`src/rtl/rca_config_unit.sv`:
```
// Config sequencer for reconfigurable accelerators: drains in-flight use instructions, then
// writes one source/destination register-table entry. Define RCA_CFG_ERR_EN to enable cfg_err.
module rca_config_unit #(
  parameter int unsigned NUM_RCAS        = 3,
  parameter int unsigned NUM_READ_PORTS  = 5,
  parameter int unsigned NUM_WRITE_PORTS = 2,
  parameter int unsigned MAX_OUTSTANDING = 4,
  localparam int unsigned RW = (NUM_RCAS > 1) ? $clog2(NUM_RCAS) : 1,
  localparam int unsigned PW = (NUM_READ_PORTS > 1) ? $clog2(NUM_READ_PORTS) : 1,
  localparam int unsigned CW = $clog2(MAX_OUTSTANDING + 1)
) (
  input  logic                         clk,
  input  logic                         rst_n,
  input  logic                         cfg_valid,
  output logic                         cfg_ready,
  input  logic [RW-1:0]                cfg_rca_sel,
  input  logic [PW-1:0]                cfg_port_sel,
  input  logic                         cfg_src_dest,
  input  logic [4:0]                   cfg_reg_addr,
  output logic                         cfg_done,
  output logic                         cfg_err,
  input  logic                         use_issue,
  input  logic [RW-1:0]                use_rca_sel,
  input  logic                         use_complete,
  input  logic [RW-1:0]                use_complete_rca_sel,
  output logic [NUM_RCAS-1:0]          use_stall,
  input  logic [RW-1:0]                rd_rca_sel,
  output logic [5*NUM_READ_PORTS-1:0]  rca_src_reg_addrs,
  output logic [5*NUM_WRITE_PORTS-1:0] rca_dest_reg_addrs,
  output logic [NUM_RCAS-1:0]          rca_configured
);

  typedef enum logic [1:0] {StIdle, StDrain, StWrite, StDone} state_e;

  state_e                     state_q;
  logic [RW-1:0]              rca_q;
  logic [PW-1:0]              port_q;
  logic                       src_dest_q;
  logic [4:0]                 addr_q;
  logic                       cfg_done_q;
  logic [4:0]                 src_q    [NUM_RCAS][NUM_READ_PORTS];
  logic [4:0]                 dst_q    [NUM_RCAS][NUM_WRITE_PORTS];
  logic [NUM_READ_PORTS-1:0]  src_wr_q [NUM_RCAS];
  logic [NUM_WRITE_PORTS-1:0] dst_wr_q [NUM_RCAS];
  logic [CW-1:0]              cnt_q    [NUM_RCAS];
  logic [CW-1:0]              cnt_d    [NUM_RCAS];
  logic                       drop;
  logic                       drain_ok;

  always_comb begin
    drop = (32'(rca_q) >= NUM_RCAS) ||
           (src_dest_q ? (32'(port_q) >= NUM_WRITE_PORTS) : (32'(port_q) >= NUM_READ_PORTS));
    drain_ok = 1'b1;
    for (int r = 0; r < NUM_RCAS; r++) begin
      if (rca_q == RW'(r) && cnt_q[r] != '0) drain_ok = 1'b0;
    end
  end

  // Issue and complete in the same cycle cancel, even when one alone would be ignored.
  always_comb begin
    for (int r = 0; r < NUM_RCAS; r++) begin
      logic inc, dec;
      inc      = use_issue && (use_rca_sel == RW'(r));
      dec      = use_complete && (use_complete_rca_sel == RW'(r));
      cnt_d[r] = cnt_q[r];
      if (inc && !dec && cnt_q[r] != CW'(MAX_OUTSTANDING)) cnt_d[r] = cnt_q[r] + 1'b1;
      else if (dec && !inc && cnt_q[r] != '0)              cnt_d[r] = cnt_q[r] - 1'b1;
    end
  end

  always_comb begin
    rca_src_reg_addrs  = '0;
    rca_dest_reg_addrs = '0;
    for (int r = 0; r < NUM_RCAS; r++) begin
      use_stall[r]      = (cnt_q[r] == CW'(MAX_OUTSTANDING)) ||
                          (state_q != StIdle && rca_q == RW'(r));
      rca_configured[r] = (&src_wr_q[r]) && (&dst_wr_q[r]);
      if (rd_rca_sel == RW'(r)) begin
        for (int p = 0; p < NUM_READ_PORTS; p++)  rca_src_reg_addrs[5*p +: 5]  = src_q[r][p];
        for (int p = 0; p < NUM_WRITE_PORTS; p++) rca_dest_reg_addrs[5*p +: 5] = dst_q[r][p];
      end
    end
  end

  assign cfg_ready = (state_q == StIdle);
  assign cfg_done  = cfg_done_q;

  always_ff @(posedge clk) begin
    if (!rst_n) begin
      state_q    <= StIdle;
      rca_q      <= '0;
      port_q     <= '0;
      src_dest_q <= 1'b0;
      addr_q     <= '0;
      cfg_done_q <= 1'b0;
      for (int r = 0; r < NUM_RCAS; r++) begin
        cnt_q[r]    <= '0;
        src_wr_q[r] <= '0;
        dst_wr_q[r] <= '0;
        for (int p = 0; p < NUM_READ_PORTS; p++)  src_q[r][p] <= '0;
        for (int p = 0; p < NUM_WRITE_PORTS; p++) dst_q[r][p] <= '0;
      end
    end else begin
      cfg_done_q <= 1'b0;
      for (int r = 0; r < NUM_RCAS; r++) cnt_q[r] <= cnt_d[r];
      unique case (state_q)
        StIdle: begin
          if (cfg_valid) begin
            rca_q      <= cfg_rca_sel;
            port_q     <= cfg_port_sel;
            src_dest_q <= cfg_src_dest;
            addr_q     <= cfg_reg_addr;
            state_q    <= StDrain;
          end
        end
        StDrain: if (drain_ok) state_q <= StWrite;
        StWrite: begin
          state_q    <= StDone;
          cfg_done_q <= 1'b1;
          if (!drop) begin
            for (int r = 0; r < NUM_RCAS; r++) begin
              if (rca_q == RW'(r)) begin
                for (int p = 0; p < NUM_READ_PORTS; p++) begin
                  if (!src_dest_q && port_q == PW'(p)) begin
                    src_q[r][p]    <= addr_q;
                    src_wr_q[r][p] <= 1'b1;
                  end
                end
                for (int p = 0; p < NUM_WRITE_PORTS; p++) begin
                  if (src_dest_q && port_q == PW'(p)) begin
                    dst_q[r][p]    <= addr_q;
                    dst_wr_q[r][p] <= 1'b1;
                  end
                end
              end
            end
          end
        end
        StDone:  state_q <= StIdle;
        default: state_q <= StIdle;
      endcase
    end
  end

`ifdef RCA_CFG_ERR_EN
  logic cfg_err_q;

  always_ff @(posedge clk) begin
    if (!rst_n) cfg_err_q <= 1'b0;
    else        cfg_err_q <= (state_q == StWrite) && drop;
  end

  assign cfg_err = cfg_err_q;
`else
  assign cfg_err = 1'b0;
`endif

endmodule

```
`config.mk`:
```
export PLATFORM = sky130hd
export DESIGN_NAME = rca_config_unit
export DESIGN_NICKNAME = d
export VERILOG_FILES = /design/src/rtl/rca_config_unit.sv
export SDC_FILE = /design/constraint.sdc
export NUM_CORES = 1
export LEC_CHECK = 0
export CAP_MARGIN = 20
export CORE_MARGIN = 3
export CORE_UTILIZATION = 32
export DETAILED_ROUTE_END_ITERATION = 10
export DONT_BUFFER_PORTS = 1
export HOLD_SLACK_MARGIN = 0.08
export PLACE_DENSITY = 0.58
export REMOVE_ABC_BUFFERS = 1
export SYNTH_ARGS = -nofsm -noshare
export SYNTH_HDL_FRONTEND = slang
export SYNTH_SLANG_ARGS = --single-unit
```
`constraint.sdc`:
```
create_clock -name clk -period 2.2 [get_ports clk]
set_input_delay 0.44 -clock clk [delete_from_list [all_inputs] [get_ports clk]]
set_output_delay 0.44 -clock clk [all_outputs]
set_load 0.05 [all_outputs]
```
==> flow_summary.toml, run 1 <==
[synthesis]
synth_area_um2 = 7035
ys_seq_elements = 149
synthArstFlopShare = 0
netlist_instances = 630
ys_types = 48
ys.flop_type = "edfxtp_1"
seq_area_frac_synth = 0.5961
synth_edf_count = 121
synth.avg_cell_area_um2 = 11.17
ys_warn_count = 0

[timing]
fin_skew_ns = 0.01034
fmax_mhz = 482.8
slew-limit-headroom = 0.6048
period_share = 0.9415
grt_setup_unrepaired = "false"
tightest_slew_ns = 0.5920
hold_viol = 0
setup_viol = 0
finalMaxSlewViolations = 0
period_minus_slack_ns = 2.071

[clock_network]
h-tree-depth = 4
cts_buffers = 17
insertion_delay_ns = 0.42
path_clk_slew_ns = 0.06
clk_path_buf_depth = 2
cts_setup_buffers = 0
tritoncts = "built"
cts-root-buf = "clkbuf_16"
cts_num_sinks = 149

[global_routing]
grt_max_degree = 74
antenna_found_initial = 0
grt_pass1_wl_mm = 25.54
grt_overflow_total = 0
first_global_vias = 4872
grt_usage = 0.1357

[floorplan]
core_um2 = 21290
io_pins = 66
initial_utilization = 0.3305
die_x_um = 154.3
rows = 53
die_h_um = 154.3
die_area_um2 = 23800

[worst_setup_path]
cp.arrival_ns = 1.63
slowest_delay_ns = 0.36
start_kind = "register"
path_cells = "inv_1, ha_1, o31ai_2, buf_4"
crit_path_end_kind = "primary output"
worst_path_max_delay_cell = "dfxtp_1"
crit_family = "flip-flops"
crit_start = "state_q[0]$_SDFFE_PN0P_"
cp.buffers_inverters = 2
cp.required_ns = 1.76
timing.rr.start = "cnt_q[0][3]$_SDFFE_PN0P_"
critPathKind = "register to primary output"
cp_max_fo = 8

[detailed_routing]
ant_nets = 0
dr.pass1.iters = 4
wl_mm = 15.79
drtIter0Drc = 270
route.detailed.drc = 0
vias = 4739
via_per_inst = 4.851
route.detailed.wl_per_inst_um = 16.16

[finish]
num_antenna_cells = 0
drive_gt1_frac = 0.1652
final_util = 0.4077
layout.nets = 717
syn2layout_area_growth_pct = 23.37

[run]
maxCapViolations = 0

[power]
power_mw = 7.708
power.leakage_nw = 3.248
vdd_ir_drop_max_mv = 0.6199
p_per_area_nw_per_um2 = 888.1

[placed_design]
io_buffers = 0
place.gp.congestion = 0.7467
hpwlAfterDp_mm = 10.75

[min_path]
hp-class = "input pin to register"
min_from = "cfg_rca_sel[1]"

[run_status]
status = "completed"
==> synthesized netlist by cell type (2+ instances only) <==
| master | instances | area, um^2 |
|---|---|---|
| dfxtp_1 | 28 | 560.5 |
| a21oi_1 | 2 | 10.01 |
| and3b_1 | 4 | 35.03 |
| mux2i_1 | 36 | 360.4 |
| o2111ai_1 | 3 | 26.28 |
| edfxtp_1 | 121 | 3633 |
| ha_1 | 3 | 37.54 |
| nand2_1 | 76 | 285.3 |
| fa_1 | 3 | 60.06 |
| nor4b_1 | 2 | 17.52 |
| clkbuf_1 | 29 | 108.9 |
| nand4_1 | 3 | 18.77 |
| nor3_1 | 7 | 35.03 |
| and4b_1 | 2 | 20.02 |
| xnor2_1 | 5 | 43.79 |
| nor3b_1 | 3 | 22.52 |
| buf_2 | 9 | 45.04 |
| nand4b_1 | 2 | 17.52 |
| inv_1 | 7 | 26.28 |
| o21a_1 | 6 | 45.04 |
| nor2b_1 | 7 | 43.79 |
| nand2b_1 | 5 | 31.28 |
| a21boi_0 | 11 | 82.58 |
| nor4_1 | 3 | 18.77 |
| nor2_1 | 31 | 116.4 |
| o21ai_0 | 83 | 415.4 |
| and2_1 | 108 | 675.7 |
| nand3b_1 | 5 | 37.54 |
| nand3_1 | 7 | 35.03 |
==> path summary, 6_finish.rpt <==
path | slack [ns] | to | cells past startpoint
worst min register to register | 0.47 | addr_q[2]$_SDFFE_PN0P_ | 2
worst max register to register | 0.24 | cnt_q[0][5]$_SDFFE_PN0P_ | 7
worst min-delay path | 0.18 | rca_q[1]$_SDFFE_PN0P_ | 2
worst max-delay path | 0.13 | use_stall[0] | 4
==> routing by layer <==
metal	vias to the layer above	global-route usage	wire length [um]
li1	2338	-	-
met1	2254	0.1718	7029
met5	-	0	0
met3	17	0.04085	811
met4	0	0.03869	205
met2	130	0.2259	7739
==> cell type report <==
class | instances | area (um^2)
timing repair buffer | 80 | 863.3
tap | 275 | 344.1
fill | 2018 | 12610
sequential | 149 | 4194
inverter | 7 | 26.28
clock inverter | 13 | 156.4
multi-input combinational | 434 | 2663
clock buffer | 19 | 432.9
==> through the flow <==
stage / instances / hold slack (ns) / setup slack [ns] / TNS [ns] / area [um^2]
global placement: 944 / 0.4558 / 0.1291 / 0 / 8078
floorplan: 590 / 0.4403 / -0.4978 / -18.22 / 6870
CTS: 976 / 0.1411 / 0.1073 / 0 / 8667
global route: 977 / 0.1448 / 0.0005277 / 0 / 8680
finish: 977 / 0.1774 / 0.1288 / 0 / 8680
detailed placement: 944 / 0.4609 / 0.01072 / 0 / 8078
==> registers in the layout, summed over array words and instances (netlist names) <==
signal      count
addr_q          5
src_wr_q       15
src_q          75
state_q         2
cnt_q           9
cfg_done        1
src_dest_q      1
rca_q           2
port_q          3
dst_wr_q        6
dst_q          30
==> what timing repair did <==
| item | in CTS | in global routing |
|---|---|---|
| hold buffers | 0 | 0 |
| setup endpoints to repair | 0 | 5 |
| resized for setup | 0 | 1 |
==> layout by cell type, fill, tap and decap left out, types with 2 or more instances in the layout <==
| cell type | synthesis | routed |
|---|---|---|
| and4b_1 | 2 | 2 |
| o2111ai_1 | 3 | 3 |
| nand2b_1 | 5 | 5 |
| edfxtp_1 | 121 | 121 |
| buf_12 | 0 | 21 |
| xnor2_1 | 5 | 5 |
| a21boi_0 | 11 | 11 |
| and3b_1 | 4 | 4 |
| bufinv_16 | 0 | 3 |
| clkinv_4 | 0 | 2 |
| inv_1 | 7 | 7 |
| dfxtp_1 | 28 | 28 |
| ha_1 | 3 | 3 |
| nor2_1 | 31 | 31 |
| nor4b_1 | 2 | 2 |
| nand4b_1 | 2 | 2 |
| fa_1 | 3 | 3 |
| o21ai_0 | 83 | 46 |
| clkbuf_16 | 0 | 17 |
| inv_6 | 0 | 2 |
| clkinv_2 | 0 | 4 |
| nor2b_1 | 7 | 6 |
| buf_4 | 1 | 58 |
| a21oi_1 | 2 | 2 |
| and2_1 | 108 | 108 |
| nand4_1 | 3 | 3 |
| nor3_1 | 7 | 7 |
| nand3b_1 | 5 | 5 |
| o21ai_1 | 0 | 37 |
| o21a_1 | 6 | 6 |
| mux2i_1 | 36 | 36 |
| nor3b_1 | 3 | 3 |
| nand3_1 | 7 | 6 |
| nor4_1 | 3 | 3 |
| clkbuf_1 | 29 | 2 |
| nand2_1 | 76 | 76 |
==> power by group <==
part	total [mW]	internal [mW]	switching, mW
Combinational	1.42	0.493	0.929
Clock	2.90	1.78	1.12
Sequential	3.38	3.24	0.147
==> cell families after synthesis <==
logic type / count (synthesis) / share of synthesized area
AND/OR/NAND/NOR: 272 / 0.2091
adder cells (fa/ha/maj): 6 / 0.01387
AO/OA/AOI/OAI: 113 / 0.09444
multiplexers: 36 / 0.05122
XOR/XNOR: 6 / 0.007469
flip-flops: 149 / 0.5961
buffers and inverters: 47 / 0.02721
other: 1 / 0.0005330
Note: power is estimated with default switching activity, not from simulation.
==> inputs of run 2 (changes only) <==
--- a/config.mk
+++ b/config.mk
@@ -13,6 +13,7 @@
 export HOLD_SLACK_MARGIN = 0.08
 export PLACE_DENSITY = 0.58
 export REMOVE_ABC_BUFFERS = 1
+export SETUP_SLACK_MARGIN = 0.02
 export SYNTH_ARGS = -nofsm -noshare
 export SYNTH_HDL_FRONTEND = slang
 export SYNTH_SLANG_ARGS = --single-unit
==> run 2 against run 1 <==
Compared with the run above: sequential power is essentially flat; first-iteration DRC count decreased by 0.37%; flip-flop and latch count unchanged; cell area about the same; critical path depth stayed put; die area is the same.
==> flow_summary.toml, run 2 (synthesized netlist as in run 1, its figures left out) <==
[clock_network]
cts_num_sinks = 149
h-tree-depth = 4
insertion_delay_ns = 0.42
tritoncts = "built"
cts_buffers = 17
path_clk_slew_ns = 0.06
clk_path_buf_depth = 2
cts-root-buf = "clkbuf_16"

[worst_setup_path]
cp_max_fo = 9
start_kind = "register"
critPathKind = "register to primary output"
crit_path_end_kind = "primary output"
cp.arrival_ns = 1.61
cp.required_ns = 1.76

[finish]
num-fill-cells = 2019
layout.nets = 717
syn2layout_area_growth_pct = 23.40
drive_gt1_frac = 0.1667
top_register = "src_q"
design_area_um2 = 8682
final_common_cell = "edfxtp_1"
largest_register_ffs = 75
final_cell_mix = "edfxtp_1, and2_1, nand2_1"
top_regs = "src_q: 75 flops, dst_q: 30 flops, src_wr_q: 15 flops"
num_antenna_cells = 0

[placed_design]
place.gp.congestion = 0.7467
hpwlAfterDp_mm = 10.75
place_area_um2 = 8078
io_buffers = 0

[timing]
period_share = 0.9300
slew-limit-headroom = 0.6068
period_minus_slack_ns = 2.046
tightest_slew_ns = 0.5890
fmax_mhz = 488.7
hold_viol = 0
setup_viol = 0
grt_setup_unrepaired = "false"
setup_tns_ns = 0
fin_hold_ws_ns = 0.1767
finalMaxSlewViolations = 0
fin_skew_ns = 0.007646

[detailed_routing]
met2_length_mm = 7.753
wl_met1_mm = 7.040
dr.pass1.iters = 4
route.met3.wl_um = 751
vias = 4739
via_per_inst = 4.851
ant_nets = 0
route.detailed.wl_per_inst_um = 16.15
wl_mm = 15.78
top_layer = "met4"
drtIter0Drc = 269
route.detailed.drc = 0

[min_path]
hp-class = "input pin to register"

[floorplan]
die_x_um = 154.3
die_h_um = 154.3
die_area_um2 = 23800
rows = 53
io_pins = 66
core_um2 = 21290
initial_utilization = 0.3305

[run]
maxCapViolations = 0

[global_routing]
grt_max_degree = 74
antenna_found_initial = 0
grt_pass1_wl_mm = 25.54
first_global_vias = 4872
grt_usage = 0.1357
grt_overflow_total = 0

[power]
power.leakage_nw = 3.247
power_mw = 7.714
vdd_ir_drop_max_mv = 0.6211
p_per_area_nw_per_um2 = 888.5

[run_status]
status = "completed"
==> run 2: final timing paths <==
path,to,slack (ns),cells past startpoint,start
max,use_stall[1],0.15,4,rca_q[0]$_SDFFE_PN0P_
min,rca_q[1]$_SDFFE_PN0P_,0.18,2,cfg_rca_sel[1]
max reg2reg,cnt_q[0][5]$_SDFFE_PN0P_,0.24,7,cnt_q[0][3]$_SDFFE_PN0P_
min reg2reg,addr_q[2]$_SDFFE_PN0P_,0.47,2,addr_q[2]$_SDFFE_PN0P_
==> run 2: layer usage <==
metal,vias to the layer above,global-route usage
li1,2338,-
met2,116,0.2259
met5,-,0
met1,2266,0.1718
met4,0,0.03869
met3,19,0.04085
==> run 2: final cells by class <==
cell class	count	area (um^2)	area share
clock buffer	19	432.9	0.04986
timing repair buffer	80	863.3	0.09944
multi-input combinational	434	2665	0.3070
clock inverter	13	156.4	0.01801
inverter	7	26.28	0.003026
sequential	149	4194	0.4831
tap	275	344.1	0.03963
==> run 2: stage by stage <==
stage	instances	utilization	setup WS, ns
after floorplan	590	-	-0.4978
after global routing	977	0.4079	0.02809
final	977	0.4079	0.1540
after detailed placement	944	0.3795	0.01072
after CTS	976	0.4072	0.1073
after global placement	944	0.3795	0.1291
==> run 2: power breakdown <==
part / internal (mW) / leakage [nW] / switching, mW
clock network: 1.78 / 0.289 / 1.12
registers: 3.24 / 1.48 / 0.147
logic: 0.500 / 1.48 / 0.931
total: 5.52 / 3.25 / 2.20
==> run 2: repair_timing <==
action	CTS	global route
hold buffers	0	0
resized for setup	0	2
setup endpoints to repair	0	11
setup buffers	0	0
==> run 2: critical path, stage by stage, from the launching register on <==
cell	delay, ns
dfxtp_1	0.52
buf_4	0.22
nand2b_1	0.09
o21ai_1	0.15
buf_4	0.22
==> inputs of run 3 (changes only) <==
--- a/config.mk
+++ b/config.mk
@@ -6,12 +6,11 @@
 export NUM_CORES = 1
 export LEC_CHECK = 0
 export CAP_MARGIN = 20
-export CORE_MARGIN = 3
+export CORE_MARGIN = 5
 export CORE_UTILIZATION = 32
 export DETAILED_ROUTE_END_ITERATION = 10
 export DONT_BUFFER_PORTS = 1
 export HOLD_SLACK_MARGIN = 0.08
-export PLACE_DENSITY = 0.58
 export REMOVE_ABC_BUFFERS = 1
 export SETUP_SLACK_MARGIN = 0.02
 export SYNTH_ARGS = -nofsm -noshare
==> run 3 against run 2 <==
Compared with the run above: global-route usage decreased by 0.38 points; cell area shrank 3.0%; worst setup slack worse by 0.0027 ns; hold slack got worse by 0.0046 ns; clock skew shrank 0.0017 ns; maximum frequency shrank 0.13%; via count is 2.4% lower; total power fell by 1.6%; core utilization is 2.1 points lower; flip-flop and latch count unchanged; sequential share of layout area rose by 1.5 points; largest cell class unchanged; highest routed layer unchanged.
==> flow_summary.toml, run 3 (synthesized netlist as in run 1, its figures left out) <==
[run_status]
status = "completed"

[timing]
slew-limit-headroom = 0.2829
finalMaxSlewViolations = 0
tightest_slew_ns = 1.073
setup_viol = 0
hold_viol = 0
fin_skew_ns = 0.005897
fmax_mhz = 488.1
period_minus_slack_ns = 2.049
fin_hold_ws_ns = 0.1721
grt_setup_unrepaired = "true"
period_share = 0.9313

[global_routing]
grt_pass1_wl_mm = 25.22
grt_max_degree = 74
first_global_vias = 4767
grt_usage = 0.1319
antenna_found_initial = 0
grt_overflow_total = 0

[floorplan]
core_um2 = 21760
rows = 54
initial_utilization = 0.3234
io_pins = 66
die_h_um = 158.3
die_x_um = 158.3
die_area_um2 = 25050

[clock_network]
hold_buffers = 0
tritoncts = "built"
clk_path_buf_depth = 2
cts_setup_buffers = 0
cts_buffers = 17
post_cts_resize_count = 0
h-tree-depth = 4
cts_num_sinks = 149
insertion_delay_ns = 0.42
path_clk_slew_ns = 0.06
cts-root-buf = "clkbuf_16"

[placed_design]
io_buffers = 0
hpwlAfterDp_mm = 10.60
place.gp.congestion = 0.7691

[power]
vdd_ir_drop_max_mv = 0.6531
p_per_area_nw_per_um2 = 901.0
power.leakage_nw = 3.160

[detailed_routing]
drtIter0Drc = 228
vias = 4625
dr.pass1.iters = 5
ant_nets = 0
route.detailed.wl_per_inst_um = 15.86
via_per_inst = 4.719
route.detailed.drc = 0
wl_mm = 15.54

[worst_setup_path]
reg2reg_depth = 4
cp.required_ns = 1.76
start_kind = "register"
critPathKind = "register to primary output"
crit_path_end_kind = "primary output"
cp.arrival_ns = 1.61
cp_max_fo = 10

[finish]
layout.nets = 715
multiInputGateArea_um2 = 2660
final_util = 0.3872
final_cell_mix = "edfxtp_1, and2_1, nand2_1, buf_4, o21ai_0"
top_register = "src_q"
largest_register_ffs = 75
top_regs = "src_q: 75 flops, dst_q: 30 flops, src_wr_q: 15 flops"
num_antenna_cells = 0
final_common_cell = "edfxtp_1"
drive_gt1_frac = 0.1600
syn2layout_area_growth_pct = 19.74
regArea_um2 = 4195
num-fill-cells = 2101

[min_path]
holdPathStages = 2
hp-class = "input pin to register"

[run]
maxCapViolations = 0
==> run 3: critical path, stage by stage, from the launching register on <==
cell,delay [ns]
dfxtp_1,0.54
buf_4,0.23
nand2b_1,0.16
o21ai_1,0.08
buf_4,0.19
==> run 3: area by class of cell <==
cell class                      instances  area share
Clock buffer                           26     0.05807
Clock inverter                          6     0.01099
Inverter                                7    0.003119
Multi-Input combinational cell        434      0.3158
Sequential cell                       149      0.4980
Tap cell                              280     0.04159
Timing Repair Buffer                   78     0.07248
==> run 3: path summary, 6_finish.rpt <==
kind / slack (ns) / to / start
setup reg to reg: 0.19 / src_wr_q[1][1]$_DFFE_PP_ / state_q[0]$_SDFFE_PN0P_
hold reg to reg: 0.46 / addr_q[1]$_SDFFE_PN0P_ / addr_q[1]$_SDFFE_PN0P_
setup / recovery: 0.15 / use_stall[1] / rca_q[1]$_SDFFE_PN0P_
hold / removal: 0.17 / rca_q[0]$_SDFFE_PN0P_ / cfg_rca_sel[0]
==> run 3: power by group <==
part / internal (mW) / switching, mW
clock: 1.77 / 1.07
sequential: 3.24 / 0.168
combinational: 0.452 / 0.889
total: 5.46 / 2.13
==> run 3: per-layer routing <==
| metal | vias to the layer above | GRT usage | wire, um |
|---|---|---|---|
| met5 | - | 0 | 0 |
| met4 | 0 | 0.04387 | 201 |
| met3 | 15 | 0.03207 | 730 |
| met2 | 95 | 0.2109 | 7413 |
| met1 | 2181 | 0.1768 | 7193 |
| li1 | 2334 | - | - |
==> run 3: metrics by stage <==
stage	power (mW)	instance area [um^2]	TNS (ns)	setup slack (ns)	instances
2_1_floorplan	4.257	6870	-18.22	-0.4978	590
3_3_place_gp	4.791	7839	0	0.1132	948
3_5_place_dp	4.811	7839	0	0.07879	948
4_1_cts	7.658	8421	0	0.08639	980
5_1_grt	7.967	8424	0	0.01919	980
6_report	7.590	8424	0	0.1512	980
